--- src/rtl/axi_stream_video_rx_pkg.sv ---
// Shared definitions for the AXI-Stream video receiver: stream/pixel widths and FSM states.
package axi_stream_video_rx_pkg;

    localparam int AXIS_DATA_W = 16;
    localparam int PIX_W       = 10;

    typedef enum logic [1:0] {
        WAIT_SOF = 2'd0,
        ACTIVE   = 2'd1,
        WAIT_EOL = 2'd2
    } rx_state_e;

endpackage

--- src/rtl/axi_stream_video_rx_pos_counter.sv ---
// Pixel/line position tracker. Holds the position of the next expected beat; restart forces the
// current beat to be treated as pixel 0 line 0 before inc/line_end are applied.
module axis_pos_counter
    import axi_stream_video_rx_pkg::*;
#(
    parameter int HSIZE = 1920,
    parameter int VSIZE = 3
) (
    input  logic clk_i,
    input  logic rst_n_i,
    input  logic inc_i,
    input  logic line_end_i,
    input  logic restart_i,
    output logic at_origin_o,
    output logic pix_last_o,
    output logic line_last_o,
    output logic wrap_o
);

    localparam int PW = (HSIZE > 1) ? $clog2(HSIZE) : 1;
    localparam int LW = (VSIZE > 1) ? $clog2(VSIZE) : 1;

    logic [PW-1:0] pix_q, pix_d, pix_eff;
    logic [LW-1:0] line_q, line_d, line_eff;

    assign pix_eff     = restart_i ? '0 : pix_q;
    assign line_eff    = restart_i ? '0 : line_q;
    assign at_origin_o = (pix_q == '0) && (line_q == '0);
    assign pix_last_o  = (pix_eff == PW'(HSIZE - 1));
    assign line_last_o = (line_eff == LW'(VSIZE - 1));
    assign wrap_o      = line_end_i & line_last_o;

    always_comb begin
        pix_d  = pix_q;
        line_d = line_q;
        if (line_end_i) begin
            pix_d  = '0;
            line_d = line_last_o ? '0 : line_eff + LW'(1);
        end else if (inc_i) begin
            // Saturate at the last pixel; the FSM handles the missing tlast.
            pix_d  = pix_last_o ? pix_eff : pix_eff + PW'(1);
            line_d = line_eff;
        end else if (restart_i) begin
            pix_d  = '0;
            line_d = '0;
        end
    end

    always_ff @(posedge clk_i or negedge rst_n_i) begin
        if (!rst_n_i) begin
            pix_q  <= '0;
            line_q <= '0;
        end else begin
            pix_q  <= pix_d;
            line_q <= line_d;
        end
    end

endmodule

--- src/rtl/axi_stream_video_rx.sv ---
// AXI-Stream video sink: tracks pixel/line position, re-emits 10-bit pixels with SOF/EOL strobes
// and sticky framing errors. Optional per-frame checksum enabled by AXIS_RX_CHECKSUM_EN.
module axi_stream_video_rx
    import axi_stream_video_rx_pkg::*;
#(
    parameter int HSIZE = 1920,
    parameter int VSIZE = 3
) (
    input  logic                   clk_in,
    input  logic                   rst_n_in,
    input  logic                   pause_in,
    input  logic                   err_clr_in,
    input  logic                   axi_tvalid_in,
    input  logic [AXIS_DATA_W-1:0] axi_tdata_in,
    input  logic                   axi_tuser_in,
    input  logic                   axi_tlast_in,
    output logic                   axi_tready_out,
    output logic                   raw_data_valid_out,
    output logic [PIX_W-1:0]       raw_data_out,
    output logic                   sof_out,
    output logic                   eol_out,
    output logic                   frame_done_out,
    output logic [15:0]            frame_cnt_out,
    output logic                   err_early_eol_out,
    output logic                   err_late_eol_out,
    output logic                   err_sof_out,
    output logic [15:0]            checksum_out
);

    rx_state_e        state_q, state_d;
    logic             tready_q;
    logic             valid_q, valid_d, sof_q, sof_d, eol_q, eol_d, frame_done_q, frame_done_d;
    logic [PIX_W-1:0] data_q;
    logic [15:0]      frame_cnt_q;
    logic             err_early_q, err_late_q, err_sof_q;
    logic             set_early, set_late, set_sof;
    logic             accept, process, inc, line_end, restart;
    logic             at_origin, pix_last, line_last, wrap;
    logic             unused_tdata;

    assign unused_tdata = ^axi_tdata_in[AXIS_DATA_W-1:PIX_W];
    assign accept       = axi_tvalid_in & tready_q;

    axis_pos_counter #(
        .HSIZE (HSIZE),
        .VSIZE (VSIZE)
    ) u_pos (
        .clk_i       (clk_in),
        .rst_n_i     (rst_n_in),
        .inc_i       (inc),
        .line_end_i  (line_end),
        .restart_i   (restart),
        .at_origin_o (at_origin),
        .pix_last_o  (pix_last),
        .line_last_o (line_last),
        .wrap_o      (wrap)
    );

    always_comb begin
        state_d   = state_q;
        process   = 1'b0;
        inc       = 1'b0;
        line_end  = 1'b0;
        restart   = 1'b0;
        valid_d   = 1'b0;
        sof_d     = 1'b0;
        eol_d     = 1'b0;
        set_early = 1'b0;
        set_late  = 1'b0;
        set_sof   = 1'b0;
        case (state_q)
            WAIT_SOF: process = accept & axi_tuser_in;
            ACTIVE: begin
                process = accept;
                if (accept && axi_tuser_in && !at_origin) begin
                    restart = 1'b1;
                    set_sof = 1'b1;
                end
            end
            WAIT_EOL: begin
                if (accept && axi_tuser_in) begin
                    process = 1'b1;
                    restart = 1'b1;
                    set_sof = 1'b1;
                end else if (accept && axi_tlast_in) begin
                    line_end = 1'b1;
                    state_d  = line_last ? WAIT_SOF : ACTIVE;
                end
            end
            default: state_d = WAIT_SOF;
        endcase
        // Emitted beat: tuser restart has already been folded into the counter's view.
        if (process) begin
            valid_d = 1'b1;
            sof_d   = axi_tuser_in;
            if (axi_tlast_in) begin
                eol_d     = 1'b1;
                line_end  = 1'b1;
                set_early = ~pix_last;
                state_d   = line_last ? WAIT_SOF : ACTIVE;
            end else if (pix_last) begin
                set_late = 1'b1;
                state_d  = WAIT_EOL;
            end else begin
                inc     = 1'b1;
                state_d = ACTIVE;
            end
        end
        frame_done_d = wrap;
    end

    always_ff @(posedge clk_in or negedge rst_n_in) begin
        if (!rst_n_in) begin
            state_q      <= WAIT_SOF;
            tready_q     <= 1'b0;
            valid_q      <= 1'b0;
            sof_q        <= 1'b0;
            eol_q        <= 1'b0;
            frame_done_q <= 1'b0;
            data_q       <= '0;
            frame_cnt_q  <= '0;
            err_early_q  <= 1'b0;
            err_late_q   <= 1'b0;
            err_sof_q    <= 1'b0;
        end else begin
            state_q      <= state_d;
            tready_q     <= ~pause_in;
            valid_q      <= valid_d;
            sof_q        <= sof_d;
            eol_q        <= eol_d;
            frame_done_q <= frame_done_d;
            if (valid_d) data_q <= axi_tdata_in[PIX_W-1:0];
            if (frame_done_d) frame_cnt_q <= frame_cnt_q + 16'd1;
            err_early_q  <= set_early | (err_early_q & ~err_clr_in);
            err_late_q   <= set_late  | (err_late_q  & ~err_clr_in);
            err_sof_q    <= set_sof   | (err_sof_q   & ~err_clr_in);
        end
    end

`ifdef AXIS_RX_CHECKSUM_EN
    logic [15:0] sum_q, sum_d, checksum_q;

    always_comb begin
        sum_d = sum_q;
        if (valid_d) sum_d = (sof_d ? 16'd0 : sum_q) + 16'(axi_tdata_in[PIX_W-1:0]);
    end

    always_ff @(posedge clk_in or negedge rst_n_in) begin
        if (!rst_n_in) begin
            sum_q      <= '0;
            checksum_q <= '0;
        end else begin
            sum_q <= sum_d;
            if (frame_done_d) checksum_q <= sum_d;
        end
    end

    assign checksum_out = checksum_q;
`else
    assign checksum_out = 16'd0;
`endif

    assign axi_tready_out     = tready_q;
    assign raw_data_valid_out = valid_q;
    assign raw_data_out       = data_q;
    assign sof_out            = sof_q;
    assign eol_out            = eol_q;
    assign frame_done_out     = frame_done_q;
    assign frame_cnt_out      = frame_cnt_q;
    assign err_early_eol_out  = err_early_q;
    assign err_late_eol_out   = err_late_q;
    assign err_sof_out        = err_sof_q;

endmodule

--- config.mk ---
export PLATFORM = sky130hd
export DESIGN_NAME = axi_stream_video_rx
export DESIGN_NICKNAME = d
export VERILOG_FILES = /design/src/rtl/axi_stream_video_rx_pkg.sv /design/src/rtl/axi_stream_video_rx_pos_counter.sv /design/src/rtl/axi_stream_video_rx.sv
export SDC_FILE = /design/constraint.sdc
export NUM_CORES = 1
export LEC_CHECK = 0
export BUFFER_PORTS_ARGS = -buffer_cell sky130_fd_sc_hd__buf_2
export CAP_MARGIN = 20
export CORE_UTILIZATION = 51
export CTS_BUF_LIST = sky130_fd_sc_hd__clkbuf_16
export DETAILED_ROUTE_END_ITERATION = 7
export PLACE_DENSITY_LB_ADDON = 0.12
export SYNTH_ARGS = -nofsm -noshare
export SYNTH_HDL_FRONTEND = slang
export SYNTH_SLANG_ARGS = --single-unit
--- constraint.sdc ---
create_clock -name clk_in -period 3.6 [get_ports clk_in]
set_clock_uncertainty 0.05 [all_clocks]
set_input_delay 0 -clock clk_in [delete_from_list [all_inputs] [get_ports clk_in]]
set_output_delay 0 -clock clk_in [all_outputs]
set_load 0.03 [all_outputs]
==> results.yml <==
run_status:
  outcome: "finished with violations"
  violations: "design-rule violations"
synth:
  async_reset_ff_share_pct: 100
  ys_seq_elements: 49
  synth_top_family_by_area: "simple AND/OR/NAND/NOR gates"
  avgSynthCellArea_um2: 10.9
  synthXorXnorAreaFrac_pct: 6.09
  syn-cell-area_mm2: 0.00245
  synthAdderAreaFrac_pct: 3.07
  synth_compound_area_share_pct: 9.97
  yosysSeqAreaShare_pct: 50.1
  yosysUniqueCellTypes: 42
  yosys.area_share.simple_pct: 17.9
  netlist_instances: 225
  synth.mux.area_fraction_pct: 5.88
  synth_edf_count: 0
  yosys_most_used_dff: "dfrtp_1"
  yosysWarningCount: 0
die:
  ios: 73
  die_w_um: 71.3
  row_count: 24
  core_area_mm2: 0.00447
  die_h_um: 71.3
  die_area_mm2: 0.00508
  start_util_pct: 54.7
worst_setup_path:
  slowest_stage: "or4_1"
  start_kind: "flop"
  critPathKind: "flop to flop"
  cpPeakStageDelay_ns: 0.50
  endpoint_kind: "flop"
  cp.arrival_ns: 3.33
  crit_required_ns: 3.76
  cp_common_cell: "ha_1"
  critPathMaxFanout: 11
  rr_worst_depth: 12
  crit_chain: "inv_1, ha_1, o211ai_1, or2_0, and2_1, ha_1, and3_1, nand3_1, o31ai_2, buf_4, or4_1, a21oi_1"
clock_tree:
  cts_buffers: 5
  tritoncts: "yes"
  h-tree-depth: 2
  cts.clk_slew.worst_paths_ns: 0.06
  clockBufferDepth: 2
  post_cts_buffers: 0
  cts_root_buf: "clkbuf_16"
  cts_sinks: 49
  insertion_delay_ns: 0.28
routing:
  drt_iter0_markers: 85
  antenna_left: 0
  routedWlPerCell_um: 13.5
  vias: 1863
  drc: 3
  drt_wl_total_um: 4750
  dr.pass1.iters: 6
  viasPerCell: 5.31
power_and_ir_drop:
  p_leak_uw: 0.00148
  irDropWorstVdd_mv: 0.535
  power_density_mw_per_mm2: 552
layout:
  area_growth_pct: 23.2
  diodes: 0
  final_cell_mix: "50 x buf_2, 49 x dfrtp_1, 19 x nand2_1"
  drive_gt1_share_pct: 26.4
  layout.nets: 327
  final_common_cell: "buf_2"
  multi_input_area_mm2: 0.00111
  fin_util_pct: 67.4
  fill_cells: 353
  ff_latch_area_mm2: 0.00123
timing:
  min_period_over_period_pct: 88.1
  fmax_mhz: 315
  min_period_ns: 3.17
  finalMaxSlewViolations: 0
  totalNegativeSetupSlack_ns: 0
  tightest_slew_ns: 0.692
  rsz0062_at_grt: "no"
  setup_viol: 0
  final_hold_viol_count: 0
  relSlewSlack_pct: 53.8
global_routing:
  grt_pass1_vias: 1719
  grt_max_degree: 50
  grt_overflow: 0
  grt_pass1_wl_um: 7850
  grt_antenna_before_repair: 0
  grt_usage_pct: 20.0
flow_run:
  cap_viol_max_count: 0
hold_path:
  hold_depth: 3
  hp-class: "primary input to flop"
place:
  dp_hpwl_um: 3290
  routabilityCongestion: 0.781
  portBuffers: 50
critical path: cells and delay by family, from the launching register on:
| family | cells | cell delay [ns] |
|---|---|---|
| simple gates | 5 | 1.41 |
| buf+inv | 2 | 0.29 |
| compound gates | 3 | 0.42 |
| fa+ha+maj | 2 | 0.52 |
| flops | 1 | 0.40 |
what timing repair did:
item,in CTS,in global routing
hold buffers,15,0
endpoints found under the hold margin,65,0
endpoints found under the setup margin,0,0
resized for setup,0,0
path summary, 6_finish.rpt:
path                            slack, ns           endpoint         startpoint
worst max-delay path                 0.43     u_pos.pix_q[9]         state_q[0]
worst min-delay path                 0.18            sof_out      axi_tvalid_in
worst max register to register       0.43     u_pos.pix_q[9]         state_q[0]
worst min register to register       0.41  frame_cnt_out[15]  frame_cnt_out[15]
max in group asynchronous            2.78    raw_data_out[6]           rst_n_in
min in group asynchronous            0.29            sof_out           rst_n_in
synth_stat cells, types with 2 or more instances:
library cell	instances	share of area [%]
mux2i_1	2	0.82
mux2_2	11	5.1
nand4_1	6	1.5
or4_1	3	0.92
o2111ai_1	2	0.72
nand3_1	11	2.3
a2111oi_2	2	1.2
buf_2	2	0.41
ha_1	6	3.1
o31ai_1	2	0.61
xnor2_1	13	4.7
buf_4	16	4.9
o211ai_1	4	1.2
a21oi_1	8	1.6
inv_1	9	1.4
nand2_1	19	2.9
and3_1	7	1.8
nor3_1	2	0.41
dfrtp_1	49	50
nor2_1	8	1.2
o21ai_0	7	1.4
nor4_1	4	1.0
and2_1	5	1.3
a211o_1	4	1.4
xor2_1	4	1.4
or3_1	3	0.77
state kept, by name, indices dropped and copies added (netlist names):
| signal | flops |
|---|---|
| eol_out | 1 |
| raw_data_out | 10 |
| frame_cnt_out | 16 |
| err_early_eol_out | 1 |
| frame_done_out | 1 |
| u_pos.line_q | 2 |
| err_sof_out | 1 |
| raw_data_valid_out | 1 |
| u_pos.pix_q | 11 |
| state_q | 2 |
| err_late_eol_out | 1 |
| axi_tready_out | 1 |
| sof_out | 1 |
final cells by class:
| class | instances | area share (%) |
|---|---|---|
| tap | 52 | 2.16 |
| sequential | 49 | 40.7 |
| multi-input combinational | 163 | 37.0 |
| clock buffer | 5 | 4.15 |
| timing repair buffer | 69 | 14.3 |
| clock inverter | 3 | 0.498 |
| inverter | 10 | 1.25 |
stage by stage:
stage          instances  hold WS, ns  setup slack (ns)  total power, uW  instance area, um^2
2_1_floorplan        240       -0.346             0.723             1080                 2500
3_3_place_gp         328       0.0861             0.526             1200                 2720
3_5_place_dp         328       0.0822             0.427             1220                 2720
4_1_cts              351        0.180             0.412             1670                 3010
5_1_grt              351        0.220             0.181             1740                 3010
6_report             351        0.183             0.429             1660                 3010
kinds of logic (layout without fill, tap and decap cells):
logic type / after synthesis / after routing
buffers and inverters: 28 / 87
AOI/OAI and AO/OA: 34 / 34
adders and majority gates: 6 / 6
and+or+nand+nor: 77 / 77
xor gates and xnor gates: 17 / 17
muxes: 13 / 13
DFF: 49 / 49
other: 1 / 16
routing by layer:
layer | vias to the layer above | part of all wire, % | GRT usage [%]
li1 | 919 | - | -
met1 | 888 | 45 | 26.0
met2 | 47 | 49 | 33.8
met3 | 9 | 3.5 | 3.38
met4 | 0 | 2.0 | 7.56
met5 | - | 0 | 0
power by group:
part	internal [uW]	switching [uW]	total, uW	leakage (uW)
sequential	648	59.8	708	0.000651
combinational	182	329	511	0.000756
clock	252	191	444	0.0000724
Note: power is estimated with default switching activity, not from simulation.
